<file path="config.mk">
export PLATFORM = sky130hd
export DESIGN_NAME = instr_encoder_loader
export DESIGN_NICKNAME = d
export VERILOG_FILES = /design/src/rtl/instr_encoder_loader.sv
export SDC_FILE = /design/constraint.sdc
export NUM_CORES = 1
export LEC_CHECK = 0
export BUFFER_PORTS_ARGS = -buffer_cell sky130_fd_sc_hd__buf_4
export CAP_MARGIN = 40
export CORE_ASPECT_RATIO = 1.5
export CORE_MARGIN = 3
export CORE_UTILIZATION = 30
export CTS_BUF_LIST = sky130_fd_sc_hd__clkbuf_8
export DETAILED_ROUTE_END_ITERATION = 10
export GPL_TIMING_DRIVEN = 0
export MAX_ROUTING_LAYER = met4
export SYNTH_ARGS = -nofsm -noshare
export SYNTH_HDL_FRONTEND = slang
export SYNTH_SLANG_ARGS = --single-unit
</file>
<file path="constraint.sdc">
create_clock -name clk -period 6.84 [get_ports clk]
set_input_delay 0.684 -clock clk [delete_from_list [all_inputs] [get_ports clk]]
set_output_delay 0.684 -clock clk [all_outputs]
set_load 0.02 [all_outputs]
</file>
<file path="src/rtl/instr_encoder_loader.sv">
// Encodes internal instruction codes into 32-bit MIPS words, queues them in a
// FIFO and streams them to the instruction-memory write port.
//
// Ports:
//   clk, reset          clock and synchronous active-high reset
//   in_valid/in_ready   encode request handshake
//   instrCode_in        internal instruction code
//   rs_in .. target_in  operand fields
//   im_we/im_ready      IM write request and acceptance
//   im_addr, im_wdata   byte address and data of the current write
//   words_written       number of completed IM writes (wraps)
//   err                 sticky: an unknown code was accepted
module instr_encoder_loader #(
  parameter int          DEPTH     = 4,
  parameter logic [31:0] BASE_ADDR = 32'h0000_3000
) (
  input  logic        clk,
  input  logic        reset,
  input  logic        in_valid,
  output logic        in_ready,
  input  logic [5:0]  instrCode_in,
  input  logic [4:0]  rs_in,
  input  logic [4:0]  rt_in,
  input  logic [4:0]  rd_in,
  input  logic [4:0]  shamt_in,
  input  logic [15:0] imm_in,
  input  logic [25:0] target_in,
  output logic        im_we,
  input  logic        im_ready,
  output logic [31:0] im_addr,
  output logic [31:0] im_wdata,
  output logic [15:0] words_written,
  output logic        err
);

  // Internal instruction codes (shared encoding with the decoder).
  localparam logic [5:0] C_ADDU = 6'd1;
  localparam logic [5:0] C_SUBU = 6'd2;
  localparam logic [5:0] C_ORI  = 6'd3;
  localparam logic [5:0] C_LW   = 6'd4;
  localparam logic [5:0] C_SW   = 6'd5;
  localparam logic [5:0] C_BEQ  = 6'd6;
  localparam logic [5:0] C_LUI  = 6'd7;
  localparam logic [5:0] C_J    = 6'd8;
  localparam logic [5:0] C_JAL  = 6'd9;
  localparam logic [5:0] C_JR   = 6'd10;
  localparam logic [5:0] C_SLL  = 6'd11;
  localparam logic [5:0] C_ANDI = 6'd12;

  localparam int AW = $clog2(DEPTH);

  logic [31:0] mem [DEPTH];
  logic [AW:0] wp;
  logic [AW:0] rp;
  logic        full;
  logic        empty;
  logic        accept;
  logic        push;
  logic        pop;
  logic [31:0] enc;
  logic        known;

  // Unused fields are forced to zero rather than passed through.
  always_comb begin
    enc   = 32'd0;
    known = 1'b1;
    unique case (instrCode_in)
      C_ADDU: enc = {6'b000000, rs_in, rt_in, rd_in,
                     5'b00000, 6'b100001};
      C_SUBU: enc = {6'b000000, rs_in, rt_in, rd_in,
                     5'b00000, 6'b100011};
      C_JR:   enc = {6'b000000, rs_in, 15'd0, 6'b001000};
      C_SLL:  enc = {6'b000000, 5'd0, rt_in, rd_in,
                     shamt_in, 6'b000000};
      C_ORI:  enc = {6'b001101, rs_in, rt_in, imm_in};
      C_ANDI: enc = {6'b001100, rs_in, rt_in, imm_in};
      C_LW:   enc = {6'b100011, rs_in, rt_in, imm_in};
      C_SW:   enc = {6'b101011, rs_in, rt_in, imm_in};
      C_BEQ:  enc = {6'b000100, rs_in, rt_in, imm_in};
      C_LUI:  enc = {6'b001111, 5'd0, rt_in, imm_in};
      C_J:    enc = {6'b000010, target_in};
      C_JAL:  enc = {6'b000011, target_in};
      default: known = 1'b0;
    endcase
  end

  // Extra pointer bit separates full from empty.
  assign empty = (wp == rp);
  assign full  = (wp[AW] != rp[AW]) &&
                 (wp[AW-1:0] == rp[AW-1:0]);

  // No bypass: a same-cycle pop does not open a full FIFO.
  assign in_ready = !full;
  assign accept   = in_valid && in_ready;
  assign push     = accept && known;

  assign im_we    = !empty;
  assign pop      = im_we && im_ready;
  assign im_wdata = empty ? 32'd0 : mem[rp[AW-1:0]];

  always_ff @(posedge clk) begin
    if (push) begin
      mem[wp[AW-1:0]] <= enc;
    end
  end

  always_ff @(posedge clk) begin
    if (reset) begin
      wp            <= '0;
      rp            <= '0;
      im_addr       <= BASE_ADDR;
      words_written <= 16'd0;
      err           <= 1'b0;
    end else begin
      if (push) begin
        wp <= wp + 1'b1;
      end
      if (pop) begin
        rp            <= rp + 1'b1;
        im_addr       <= im_addr + 32'd4;
        words_written <= words_written + 16'd1;
      end
      if (accept && !known) begin
        err <= 1'b1;
      end
    end
  end

endmodule

</file>
==> flow_summary.ini <==
[route]
vias_per_cell = 4.97
vias = 5612
dr.pass1.iters = 5
drt_iter0_drc = 257
wl_per_cell_um = 18.2
wirelength_um = 20600
drc = 0
antenna_left = 0

[cells_and_area]
multi_input_area_sq_um = 3000
drive_gt1_frac = 0.309
ff_latch_area_sq_um = 4820
fin_nets = 861
area_growth_syn_to_layout_pct = 26.3
final_core_util = 0.390
fill_cells = 2485

[critical_path]
cp-end-kind = primary output
worst_r2r_endpoint = mem[3][20]$_DFFE_PP_
worstSetupPathType = reg2out
r2r_cells = 5
critPathLaunch = wp[1]$_SDFFE_PP0P_
worstPathBufferInverterCount = 3
cp_cell_sequence = xor2_4 -> nor3_1 -> buf_2 -> clkbuf_1 -> nor2b_1 -> buf_4
endpoint = im_wdata[3]
reg2reg_from = wp[1]$_SDFFE_PP0P_
crit_fanout = 10
start_kind = flip-flop
crit_cells = 6
slowest_delay_ns = 0.51
reg2reg_slack_ns = 4.44
worstPathRequired_ns = 6.16
crit_family = buffers and inverters
slowest_stage = dfxtp_1
arrival_ns = 2.79

[grt]
overflow = 0
grt_use_total = 0.146
grt_max_degree = 29
grt_pass1_vias = 5746
grt_pass1_wl_um = 31800
antenna_found_initial = 1

[sta]
worst_pin_slew_ns = 0.876
setup_viol = 0
max_clock_freq_ghz = 0.288
setup_tns_ns = 0
drv_slew = 0
hold_viol = 0
period_minus_slack_ns = 3.47
fin_crit_sh = 0.508
maxSlewHeadroom = 0.411
whs_ns = 0.478
worst_clock_skew_ns = 0.0203
rsz0062_at_grt = no

[floorplan]
die_w_um = 140
start_util = 0.308
die_h_um = 206
ioPinCount = 155
core-area_sq_um = 26000
die_area_sq_um = 28800
num_rows = 72

[run_status]
status = finished clean

[clocking]
cts_tree = built
cts_setup_buffers = 0
cts_buffer_depth = 2
clk_latency_ns = 0.47
ctsHoldBuffers = 0
root_buffer = clkbuf_8
h-tree-depth = 4
cts_resized = 0
numClockSinks = 179
cts_buffers = 17
clk_pin_slew_ns = 0.11

[run]
drv_cap = 0

[synthesis]
synth_cell_type_count = 50
synth-async-reset-ratio = 0
syn-mean-instance-area_sq_um = 13.3
synth.yosys.warnings = 0
synth-seq-cells = 179
syn_area_sq_um = 8030
synth_edf_count = 124
synthFlopType = edfxtp_1
synth_cells = 602
synth-seq-area-share = 0.601

[place]
place_congestion = 0.858
dp_hpwl_um = 15000
port_buffers = 149

[pwr]
power_density_nw_per_um2 = 218
ir_worst_vdd_mv = 0.0984
power.leakage_nw = 3.54

[min_path]
hold_depth = 1
min_path_type = reg2reg
report_power, final:
part	internal [mW]	total [mW]	switching [mW]
clock network	0.319	0.763	0.443
registers	1.17	1.17	0.00835
logic	0.127	0.274	0.147
total	1.61	2.21	0.599
metrics by stage:
step | instances | power [mW] | setup WS, ns | area, sq um
2_1_floorplan | 604 | 1.35 | 2.83 | 8040
3_3_place_gp | 1086 | 1.47 | 0.709 | 9570
3_5_place_dp | 1096 | 1.48 | 3.73 | 9710
4_1_cts | 1128 | 2.25 | 3.20 | 10100
5_1_grt | 1129 | 2.30 | 3.16 | 10100
6_report | 1129 | 2.21 | 3.37 | 10100
layout by cell type (no fill, tap or decap), types with 5 or more instances in the layout:
master / instances
a21o_1: 5
a21oi_1: 39
a221o_1: 7
a22o_1: 17
and2_1: 8
and3_1: 5
and4_1: 7
buf_2: 5
buf_4: 154
buf_6: 5
clkbuf_1: 26
clkbuf_8: 17
dfxtp_1: 55
edfxtp_1: 124
ha_1: 7
inv_1: 14
mux2_2: 5
mux4_2: 31
nand2_1: 21
nand3_1: 15
nand4_1: 8
nor2_1: 28
nor2b_1: 35
nor3_1: 5
o21ai_0: 19
o31ai_1: 20
or3_1: 19
or4_1: 18
xnor2_1: 5
xor2_1: 5
routing by layer:
| layer | share of wire | track usage |
|---|---|---|
| met2 | 0.52 | 0.253 |
| met3 | 0.071 | 0.0398 |
| met4 | 0.016 | 0.0450 |
| met1 | 0.40 | 0.165 |
| met5 | 0 | - |
area by class of cell:
type | count | share of cell area
timing repair buffer | 159 | 0.123
clock inverter | 15 | 0.0197
antenna | 1 | 0.000247
clock buffer | 17 | 0.0231
tap | 333 | 0.0411
multi-input combinational | 373 | 0.296
sequential | 179 | 0.476
inverter | 14 | 0.00518
buffer | 38 | 0.0164
state kept, by name, summed over array words and instances, names as in the netlist, named ones only:
| register | count |
|---|---|
| rp | 3 |
| wp | 3 |
| words_written | 16 |
| err | 1 |
| mem | 124 |
| im_addr | 30 |
how the worst min path moves through the flow:
| stage | end | slack (ns) | start |
|---|---|---|---|
| after floorplan | wp[1]$_SDFFE_PP0P_ | 0.55 | wp[1]$_SDFFE_PP0P_ |
| after global placement | err$_SDFFE_PP0P_ | 0.45 | err$_SDFFE_PP0P_ |
| after detailed placement | err$_SDFFE_PP0P_ | 0.46 | err$_SDFFE_PP0P_ |
| after CTS | err$_SDFFE_PP0P_ | 0.49 | err$_SDFFE_PP0P_ |
| after global routing | err$_SDFFE_PP0P_ | 0.52 | err$_SDFFE_PP0P_ |
| final | err$_SDFFE_PP0P_ | 0.48 | err$_SDFFE_PP0P_ |
Yosys cell counts, types with 4 or more instances:
master / number / share of area
mux2_2: 5 / 0.0070
nor2_1: 28 / 0.013
edfxtp_1: 124 / 0.46
mux4_2: 31 / 0.087
and2_1: 11 / 0.0086
and4_1: 7 / 0.0076
xor2_1: 5 / 0.0055
a221o_1: 7 / 0.0087
nand4_1: 8 / 0.0062
xnor2_1: 5 / 0.0055
a21oi_1: 39 / 0.024
a21o_1: 5 / 0.0047
nor4_1: 4 / 0.0031
nand3_1: 15 / 0.0093
nor3_1: 6 / 0.0037
or3_1: 19 / 0.015
dfxtp_1: 55 / 0.14
a22o_1: 17 / 0.019
o31ai_1: 20 / 0.019
buf_1: 4 / 0.0019
buf_2: 4 / 0.0025
or4_1: 18 / 0.017
inv_1: 14 / 0.0065
nand2_1: 21 / 0.0098
ha_1: 7 / 0.011
and3_1: 5 / 0.0039
nand2b_1: 4 / 0.0031
mux2i_1: 4 / 0.0050
nor2b_1: 35 / 0.027
o21ai_0: 19 / 0.012
clkbuf_1: 26 / 0.012
cells by family (layout without fill, tap and decap cells):
logic type / count (synthesis) / count (layout) / share of synthesized area
simple gates: 183 / 183 / 0.129
flops: 179 / 179 / 0.601
buf+inv: 52 / 243 / 0.0273
xor+xnor: 13 / 13 / 0.0212
compound gates: 127 / 127 / 0.111
fa+ha+maj: 7 / 7 / 0.0109
other cells: 1 / 4 / 0.000467
mux: 40 / 40 / 0.0990
Power figures use the tool's default switching activity.
